### src/rtl/sram_arb_pkg.sv
// Shared defaults and enums for the single-port SRAM arbiter and its response buffer.
package sram_arb_pkg;

  localparam int ARB_DATA_W = 64;
  localparam int ARB_DEPTH  = 64;
  localparam int ARB_ADDR_W = $clog2(ARB_DEPTH);

  typedef enum logic {
    ST_INIT,
    ST_RUN
  } state_e;

  typedef enum logic {
    RR_RD,
    RR_WR
  } rr_e;

endpackage

### src/rtl/sram_rsp_fifo.sv
// Two-entry FIFO holding read data returned by the macro until the consumer takes it.
module sram_rsp_fifo #(
  parameter int W = 64
) (
  input  logic         clk,
  input  logic         rst_n,
  input  logic         push,
  input  logic [W-1:0] din,
  input  logic         pop,
  output logic [W-1:0] dout,
  output logic [1:0]   occ,
  output logic         full,
  output logic         empty
);

  logic [1:0][W-1:0] mem_q, mem_d;
  logic              wr_ptr_q, wr_ptr_d;
  logic              rd_ptr_q, rd_ptr_d;
  logic [1:0]        occ_q, occ_d;

  always_comb begin
    mem_d    = mem_q;
    wr_ptr_d = wr_ptr_q;
    rd_ptr_d = rd_ptr_q;
    if (push) begin
      mem_d[wr_ptr_q] = din;
      wr_ptr_d        = ~wr_ptr_q;
    end
    if (pop) begin
      rd_ptr_d = ~rd_ptr_q;
    end
    occ_d = occ_q + {1'b0, push} - {1'b0, pop};
  end

  always_ff @(posedge clk or negedge rst_n) begin
    if (!rst_n) begin
      mem_q    <= '0;
      wr_ptr_q <= 1'b0;
      rd_ptr_q <= 1'b0;
      occ_q    <= 2'd0;
    end else begin
      mem_q    <= mem_d;
      wr_ptr_q <= wr_ptr_d;
      rd_ptr_q <= rd_ptr_d;
      occ_q    <= occ_d;
    end
  end

  assign dout  = mem_q[rd_ptr_q];
  assign occ   = occ_q;
  assign full  = (occ_q == 2'd2);
  assign empty = (occ_q == 2'd0);

endmodule

### src/rtl/sram_sp_arbiter.sv
// Shares one single-port SRAM between a writer and a reader; zero-fills the array after reset
// and returns read data in request order through a 2-entry buffer.
module sram_sp_arbiter
  import sram_arb_pkg::*;
#(
  parameter int DATA_W = ARB_DATA_W,
  parameter int DEPTH  = ARB_DEPTH,
  parameter int ADDR_W = $clog2(DEPTH)
) (
  input  logic              CLK,
  input  logic              RSTB,
  output logic              init_done,
  input  logic              wr_valid,
  output logic              wr_ready,
  input  logic [ADDR_W-1:0] wr_addr,
  input  logic [DATA_W-1:0] wr_data,
  input  logic              rd_valid,
  output logic              rd_ready,
  input  logic [ADDR_W-1:0] rd_addr,
  output logic              rsp_valid,
  input  logic              rsp_ready,
  output logic [DATA_W-1:0] rsp_data,
  output logic              sram_ceb,
  output logic              sram_web,
  output logic [ADDR_W-1:0] sram_a,
  output logic [DATA_W-1:0] sram_d,
  input  logic [DATA_W-1:0] sram_q
);

  localparam logic [ADDR_W-1:0] LAST_ADDR = ADDR_W'(DEPTH - 1);

  state_e            state_q, state_d;
  rr_e               rr_q, rr_d;
  logic [ADDR_W-1:0] init_cnt_q, init_cnt_d;
  logic              inflight_q, inflight_d;
  logic              init_done_q, init_done_d;

  logic              grant_wr, grant_rd;
  logic              rd_ok, rsp_pop;
  logic [2:0]        credit_used;
  logic [1:0]        rsp_occ;
  logic              rsp_full, rsp_empty;

  assign rsp_valid = !rsp_empty;
  assign rsp_pop   = rsp_valid && rsp_ready;

  // Handshakes: a transfer happens in a cycle where valid and ready are both 1; ready is a
  // same-cycle grant and never waits on anything but arbitration and buffer credit.
  always_comb begin
    credit_used = {1'b0, rsp_occ} + {2'b00, inflight_q} - {2'b00, rsp_pop};
    rd_ok       = rd_valid && (credit_used < 3'd2);
    grant_wr    = 1'b0;
    grant_rd    = 1'b0;
    rr_d        = rr_q;
    if (state_q == ST_RUN) begin
      if (wr_valid && rd_ok) begin
        grant_rd = (rr_q == RR_RD);
        grant_wr = (rr_q == RR_WR);
        rr_d     = (rr_q == RR_RD) ? RR_WR : RR_RD;
      end else if (wr_valid) begin
        grant_wr = 1'b1;
      end else if (rd_ok) begin
        grant_rd = 1'b1;
      end
    end
  end

  always_comb begin
    sram_ceb = 1'b1;
    sram_web = 1'b1;
    sram_a   = '0;
    sram_d   = '0;
    if (state_q == ST_INIT) begin
      sram_ceb = 1'b0;
      sram_web = 1'b0;
      sram_a   = init_cnt_q;
    end else if (grant_wr) begin
      sram_ceb = 1'b0;
      sram_web = 1'b0;
      sram_a   = wr_addr;
      sram_d   = wr_data;
    end else if (grant_rd) begin
      sram_ceb = 1'b0;
      sram_a   = rd_addr;
    end
  end

  always_comb begin
    state_d    = state_q;
    init_cnt_d = init_cnt_q;
    if (state_q == ST_INIT) begin
      init_cnt_d = init_cnt_q + 1'b1;
      if (init_cnt_q == LAST_ADDR) begin
        state_d = ST_RUN;
      end
    end
    inflight_d  = grant_rd;
    init_done_d = (state_d == ST_RUN);
  end

  always_ff @(posedge CLK or negedge RSTB) begin
    if (!RSTB) begin
      state_q     <= ST_INIT;
      rr_q        <= RR_RD;
      init_cnt_q  <= '0;
      inflight_q  <= 1'b0;
      init_done_q <= 1'b0;
    end else begin
      state_q     <= state_d;
      rr_q        <= rr_d;
      init_cnt_q  <= init_cnt_d;
      inflight_q  <= inflight_d;
      init_done_q <= init_done_d;
    end
  end

  assign init_done = init_done_q;
  assign wr_ready  = grant_wr;
  assign rd_ready  = grant_rd;

  // Macro data is valid only in the cycle after the read, which is exactly when inflight_q is set.
  sram_rsp_fifo #(.W(DATA_W)) u_rsp_fifo (
    .clk   (CLK),
    .rst_n (RSTB),
    .push  (inflight_q),
    .din   (sram_q),
    .pop   (rsp_pop),
    .dout  (rsp_data),
    .occ   (rsp_occ),
    .full  (rsp_full),
    .empty (rsp_empty)
  );

  a_no_overflow: assert property (@(posedge CLK) disable iff (!RSTB) !(inflight_q && rsp_full));

endmodule

### config.mk
export PLATFORM = sky130hd
export DESIGN_NAME = sram_sp_arbiter
export DESIGN_NICKNAME = d
export VERILOG_FILES = /design/src/rtl/sram_arb_pkg.sv /design/src/rtl/sram_rsp_fifo.sv /design/src/rtl/sram_sp_arbiter.sv
export SDC_FILE = /design/constraint.sdc
export NUM_CORES = 1
export LEC_CHECK = 0
export CORE_AREA = 2 2 167 169
export DETAILED_ROUTE_END_ITERATION = 7
export DIE_AREA = 0 0 169 171
export PLACE_DENSITY = 0.48
export SETUP_SLACK_MARGIN = 0.1
export SLEW_MARGIN = 25
export SYNTH_ARGS = -nofsm -noshare
export SYNTH_HDL_FRONTEND = slang
export SYNTH_SLANG_ARGS = --single-unit
### constraint.sdc
create_clock -name CLK -period 4.25 [get_ports CLK]
set_input_delay 0.85 -clock CLK [delete_from_list [all_inputs] [get_ports CLK]]
set_output_delay 0.85 -clock CLK [all_outputs]
set_load 0.01 [all_outputs]
==> results of run 1 <==
[cells by family after synthesis]
logic type / after synthesis / synth area share [%]
AOI/OAI and AO/OA: 10 / 1.43
xor gates and xnor gates: 9 / 1.30
adders and majority gates: 4 / 0.863
buffers and inverters: 34 / 2.87
DFF: 141 / 52.9
muxes: 193 / 32.6
and+or+nand+nor: 87 / 8.01
[worst register-to-register path, delay by kind of cell (launching register included)]
family	cells	cell delay (ps)
flip-flops	1	380
buffers and inverters	3	260
AND/OR/NAND/NOR	3	640
XOR/XNOR	2	410
adder cells (fa/ha/maj)	3	760
[per-layer routing]
metal / up-vias / global-route usage, % / wire (um) / part of all wire [%]
li1: 2274 / - / - / -
met5: - / 0 / 0 / 0
met3: 20 / 3.82 / 1210 / 5.9
met4: 0 / 4.46 / 282 / 1.4
met1: 2511 / 17.7 / 8810 / 43
met2: 118 / 22.5 / 10200 / 50
[layout make-up]
cell class,instances,area (um^2),area share (%)
Tap cell,346,433,4.15
Multi-Input combinational cell,303,3000,28.8
Clock inverter,13,213,2.04
Inverter,5,18.8,0.180
Timing Repair Buffer,310,2810,26.9
Sequential cell,141,3530,33.8
Clock buffer,19,433,4.15
[registers in the layout, indices dropped and copies added (netlist names)]
name	cells
u_rsp_fifo.occ	2
inflight_q	1
u_rsp_fifo.rd_ptr_q	1
u_rsp_fifo.wr_ptr_q	1
rr_q	1
init_cnt_q	6
u_rsp_fifo.mem_q	128
init_done	1
[path summary, 6_finish.rpt]
path                                        start                    to  slack (ps)  depth (start not counted)
worst max register to register  u_rsp_fifo.occ[1]                  rr_q        1700                         11
min in group asynchronous                    RSTB  u_rsp_fifo.mem_q[67]         530                          1
worst min-delay path                init_cnt_q[4]         init_cnt_q[4]         500                          1
worst min register to register      init_cnt_q[4]         init_cnt_q[4]         500                          1
max in group asynchronous                    RSTB  u_rsp_fifo.mem_q[39]        2840                          2
worst max-delay path                    rsp_ready            sram_d[58]         150                         14
[layout by cell type (no fill, tap or decap), drive strengths merged, types with 2 or more instances in the layout]
cell | netlist | routed
clkinvlp | 0 | 3
inv | 5 | 8
mux2 | 193 | 193
and2 | 65 | 65
xor2 | 4 | 4
ha | 3 | 3
dlygate4sd2 | 0 | 5
bufinv | 0 | 5
buf | 24 | 40
a221o | 6 | 6
dfrtp | 141 | 141
nand3 | 2 | 2
clkinv | 0 | 2
clkdlybuf4s50 | 0 | 208
a21oi | 2 | 2
xnor2 | 5 | 5
nand2 | 7 | 7
clkbuf | 5 | 76
nor2b | 7 | 7
[stage by stage]
stage | instances | total power [W] | hold slack [ps] | instance area [um^2] | utilization, %
2_1_floorplan | 478 | 0.00211 | 455 | 6670 | -
3_3_place_gp | 1090 | 0.00280 | 481 | 9880 | 36.2
3_5_place_dp | 1090 | 0.00281 | 487 | 9880 | 36.2
4_1_cts | 1132 | 0.00456 | 500 | 10500 | 38.6
5_1_grt | 1137 | 0.00472 | 506 | 10400 | 38.2
6_report | 1137 | 0.00450 | 497 | 10400 | 38.2
[power by group]
part           total (W)  internal (W)  switching, W
Combinational    0.00139      0.000836      0.000556
Clock            0.00165       0.00105      0.000598
Sequential       0.00146       0.00142     0.0000364
[Yosys cell counts]
cell / n
mux2_2: 193
dfrtp_1: 141
and2_1: 65
buf_2: 16
nand2_1: 7
nor2b_1: 7
a221o_1: 6
buf_4: 6
clkbuf_2: 5
inv_1: 5
xnor2_1: 4
xor2_1: 4
ha_1: 3
buf_6: 2
nand3_1: 2
a21oi_1: 1
a21oi_4: 1
a311oi_1: 1
and3b_1: 1
and4bb_1: 1
fa_1: 1
nand4b_1: 1
nor2_1: 1
nor3b_1: 1
o21ai_0: 1
or2_2: 1
xnor2_2: 1
[repair_timing]
item | 4_1_cts | 5_1_grt
gates cloned | 2 | 3
pin swaps | 7 | 9
resized for setup | 145 | 103
setup endpoints to repair | 74 | 72
setup buffers | 8 | 3
==> results.toml, run 1 <==
[status]
status = "completed"

[floorplan]
die_h_um = 171
die_w_um = 169
initial_core_util_pct = 24.4
dieArea_mm2 = 0.0289
rows = 61
core-area_mm2 = 0.0273
num_io_pins = 285

[job]
maxCapViolations = 0

[critical_path]
crit_arrival_ps = 3250
cp_slowest_cell = "fa_1"
crit_type = "in -> out"
crit_path_end_kind = "primary output"
crit_family = "buffers and inverters"
crit_path_max_incr_delay_ps = 420
cp_max_fo = 6
cp_cell_sequence = "dlygate4sd2_1, and2_4, ha_4, inv_2, ha_4, inv_2, fa_1, and3b_2, a21oi_4, buf_6, buf_4, clkbuf_16, and2_1, clkbuf_2"
required_ps = 3400
worst-path-buf-inv = 7
start_kind = "input port"

[synthesis]
synth_cell_types = 27
syn_area_per_cell_um2 = 13.9
synth_warnings = 0
synth_top_area_share_pct = 52.9
synthTopCellsByArea = "dfrtp_1, mux2_2, and2_1"
syn_nets = 627
syn_area_mm2 = 0.00667
synth_top_area_cell = "dfrtp_1"
seq_area_frac_synth_pct = 52.9
netlist_instances = 478
synth-seq-cells = 141

[clock_tree]
cts_root_buf = "clkbuf_16"
cts_htree_levels = 4
postCtsHoldBufs = 0
path_clk_slew_ps = 60
cts.path.max_buffers = 2
insertion_delay_ps = 420
cts_buffers = 17
cts_tree = "yes"
clkSinkCount = 141

[drt]
drtPass1Iterations = 6
routed_wl_um = 20500
drc = 0
vias = 4923
via_per_inst = 4.33
drt_iter0_drc = 168
ant_nets = 0
wl_per_cell_um = 18.1

[power_and_ir_drop]
p_per_area_mw_per_mm2 = 431
power.leakage_nw = 4.58
ir_worst_vdd_mv = 0.229

[final_layout]
antenna_cells = 0
drive_gt1_share_pct = 42.1
fin_nets = 927
syn2layout_area_growth_pct = 56.6
fillers = 2656

[global_route]
grt-ovfl-total = 0
grt_usage_pct = 13.8
grt_pass1_vias = 5250
grt_max_degree = 103
grt_first_pass_wirelength_um = 30500
antenna_found_initial = 0

[sta]
hold_violations = 0
fin_crit_sh_pct = 96.5
worst_clock_skew_ps = 6.92
setup_violations = 0
final-max-slew-violation-count = 0
slew-limit-headroom_pct = 35.6
worst_pin_slew_ps = 966
rsz0062_at_grt = "true"
tns_ps = 0
clock.fmax_mhz = 244
fin_ws_ps = 151
fin_crit_ps = 4100

[place]
numPortBuffers = 284
hpwl_um = 13900
preCtsSetupSlack_ps = -366
gp_congestion = 0.713

[min_path]
min-delay-path-class = "reg -> reg"
Note: power is estimated with default switching activity, not from simulation.
==> inputs of run 2 (changes only) <==
--- a/config.mk
+++ b/config.mk
@@ -8,6 +8,7 @@
 export CORE_AREA = 2 2 167 169
 export DETAILED_ROUTE_END_ITERATION = 7
 export DIE_AREA = 0 0 169 171
+export MAX_ROUTING_LAYER = met4
 export PLACE_DENSITY = 0.48
 export SETUP_SLACK_MARGIN = 0.1
 export SLEW_MARGIN = 25
==> results.toml, run 2 (synthesis gave the netlist of run 1 again) <==
[status]
status = "completed"

[place]
place_area_mm2 = 0.00988
numPortBuffers = 284
hpwl_um = 13900
gp_congestion = 0.719
dp_cells = 1090

[final_layout]
drive_gt1_share_pct = 41.9
antenna_cells = 0
final_common_cell = "clkdlybuf4s50_1"
syn2layout_area_growth_pct = 57.0
largest_register_ffs = 128
stdcell_count = 1138
multi_input_area_mm2 = 0.00301
final_core_util_pct = 38.3
fillers = 2658
final_design_area_no_fill_mm2 = 0.0105
fin_nets = 928
layout_common_cells = "clkdlybuf4s50_1, mux2_2, dfrtp_1"
regArea_mm2 = 0.00353
largest_register = "u_rsp_fifo.mem_q"

[sta]
timing.hold.ws_ps = 499
hold_violations = 0
fin_crit_ps = 4110
worst_pin_slew_ps = 965
worst_clock_skew_ps = 11.9
rsz0062_at_grt = "true"
clock.fmax_mhz = 243
slew-limit-headroom_pct = 35.7
tns_ps = 0
setup_violations = 0
final-max-slew-violation-count = 0
fin_crit_sh_pct = 96.8

[drt]
routed_wl_um = 20600
drc = 0
drtPass1Iterations = 6
wl_per_cell_um = 18.1
drt_iter0_drc = 145
vias = 4894
via_per_inst = 4.30
ant_nets = 0

[global_route]
grt_max_degree = 103
grt_first_pass_wirelength_um = 30500
grt_pass1_vias = 5259
antenna_found_initial = 0
grt-ovfl-total = 0
grt_usage_pct = 14.2

[power_and_ir_drop]
netSwitchingFraction_pct = 26.5
p_sw_w = 0.00119
power_frac_comb_pct = 31.0
ir_worst_vdd_mv = 0.230
pwr-share-seq_pct = 32.4
p_int_w = 0.00331
power.leakage_nw = 4.58
clockPowerShare_pct = 36.6
p_per_area_mw_per_mm2 = 430

[clock_tree]
cts_buffers = 17
cts_tree = "yes"
path_clk_slew_ps = 60
cts_htree_levels = 4
cts.path.max_buffers = 2
insertion_delay_ps = 420
clkSinkCount = 141
cts_root_buf = "clkbuf_16"

[critical_path]
r2r_cells = 11
r2r_end = "rr_q"
r2r_start = "u_rsp_fifo.occ[1]"
start_kind = "input port"
crit_path_end_kind = "primary output"
crit_arrival_ps = 3260
required_ps = 3400
cp_max_fo = 6
r2r_setup_slack_ps = 1780
crit_type = "in -> out"

[floorplan]
dieArea_mm2 = 0.0289
num_io_pins = 285
initial_core_util_pct = 24.4
die_h_um = 171
die_w_um = 169
core-area_mm2 = 0.0273
rows = 61

[min_path]
worstHoldPathCells = 1
min_from = "init_cnt_q[4]"
min-delay-path-class = "reg -> reg"
holdPathEnd = "init_cnt_q[4]"

[job]
maxCapViolations = 0
run 2: layout make-up:
class                           count  share of cell area [%]
Inverter                            5                   0.179
Tap cell                          346                    4.14
Clock buffer                       19                    4.14
Multi-Input combinational cell    303                    28.7
Timing Repair Buffer              311                    27.1
Clock inverter                     13                    2.03
Sequential cell                   141                    33.7
run 2: power by group through the flow:
stage                     Combinational (W)  Sequential, W  Clock (W)
after floorplan                    0.000635        0.00147          0
after global placement              0.00133        0.00148          0
after detailed placement            0.00133        0.00148          0
after CTS                           0.00140        0.00146    0.00170
after global routing                0.00149        0.00147    0.00177
final                               0.00139        0.00146    0.00165
run 2: metrics by stage:
stage          setup slack, ps  total power (W)
2_1_floorplan              562          0.00211
3_3_place_gp              -330          0.00280
3_5_place_dp              -366          0.00281
4_1_cts                   83.7          0.00456
5_1_grt                   40.3          0.00473
6_report                   138          0.00450
run 2: critical path: stages:
cell	delay, ps
dlygate4sd2_1	230
and2_4	140
ha_4	250
inv_2	40
ha_4	140
inv_2	50
fa_2	440
and3b_2	240
a21oi_4	180
buf_6	170
buf_4	120
clkbuf_16	130
and2_1	130
clkbuf_2	130
run 2: worst max-delay path by stage:
stage,startpoint,to,slack (ps),cells past startpoint
final,rsp_ready,sram_d[58],140,14
after global routing,u_rsp_fifo.occ[0],sram_d[23],40,13
after CTS,rsp_ready,sram_a[2],80,13
after detailed placement,rsp_ready,sram_a[3],-370,12
after global placement,rsp_ready,sram_a[2],-330,12
after floorplan,rsp_ready,sram_a[0],560,10
run 2: what timing repair did:
| action | in CTS | in global routing |
|---|---|---|
| endpoints found under the setup margin | 74 | 72 |
| resized for setup | 145 | 101 |
| setup buffers | 8 | 5 |
| hold buffers | 0 | 0 |
| pin swaps | 7 | 9 |
| cloned | 2 | 3 |
run 2: metal layers:
| layer | up-vias | global-route usage, % | share of wire (%) |
|---|---|---|---|
| li1 | 2273 | - | - |
| met1 | 2486 | 17.7 | 44 |
| met2 | 114 | 22.5 | 50 |
| met3 | 21 | 3.96 | 4.9 |
| met4 | 0 | 4.12 | 1.4 |
| met5 | - | - | 0 |
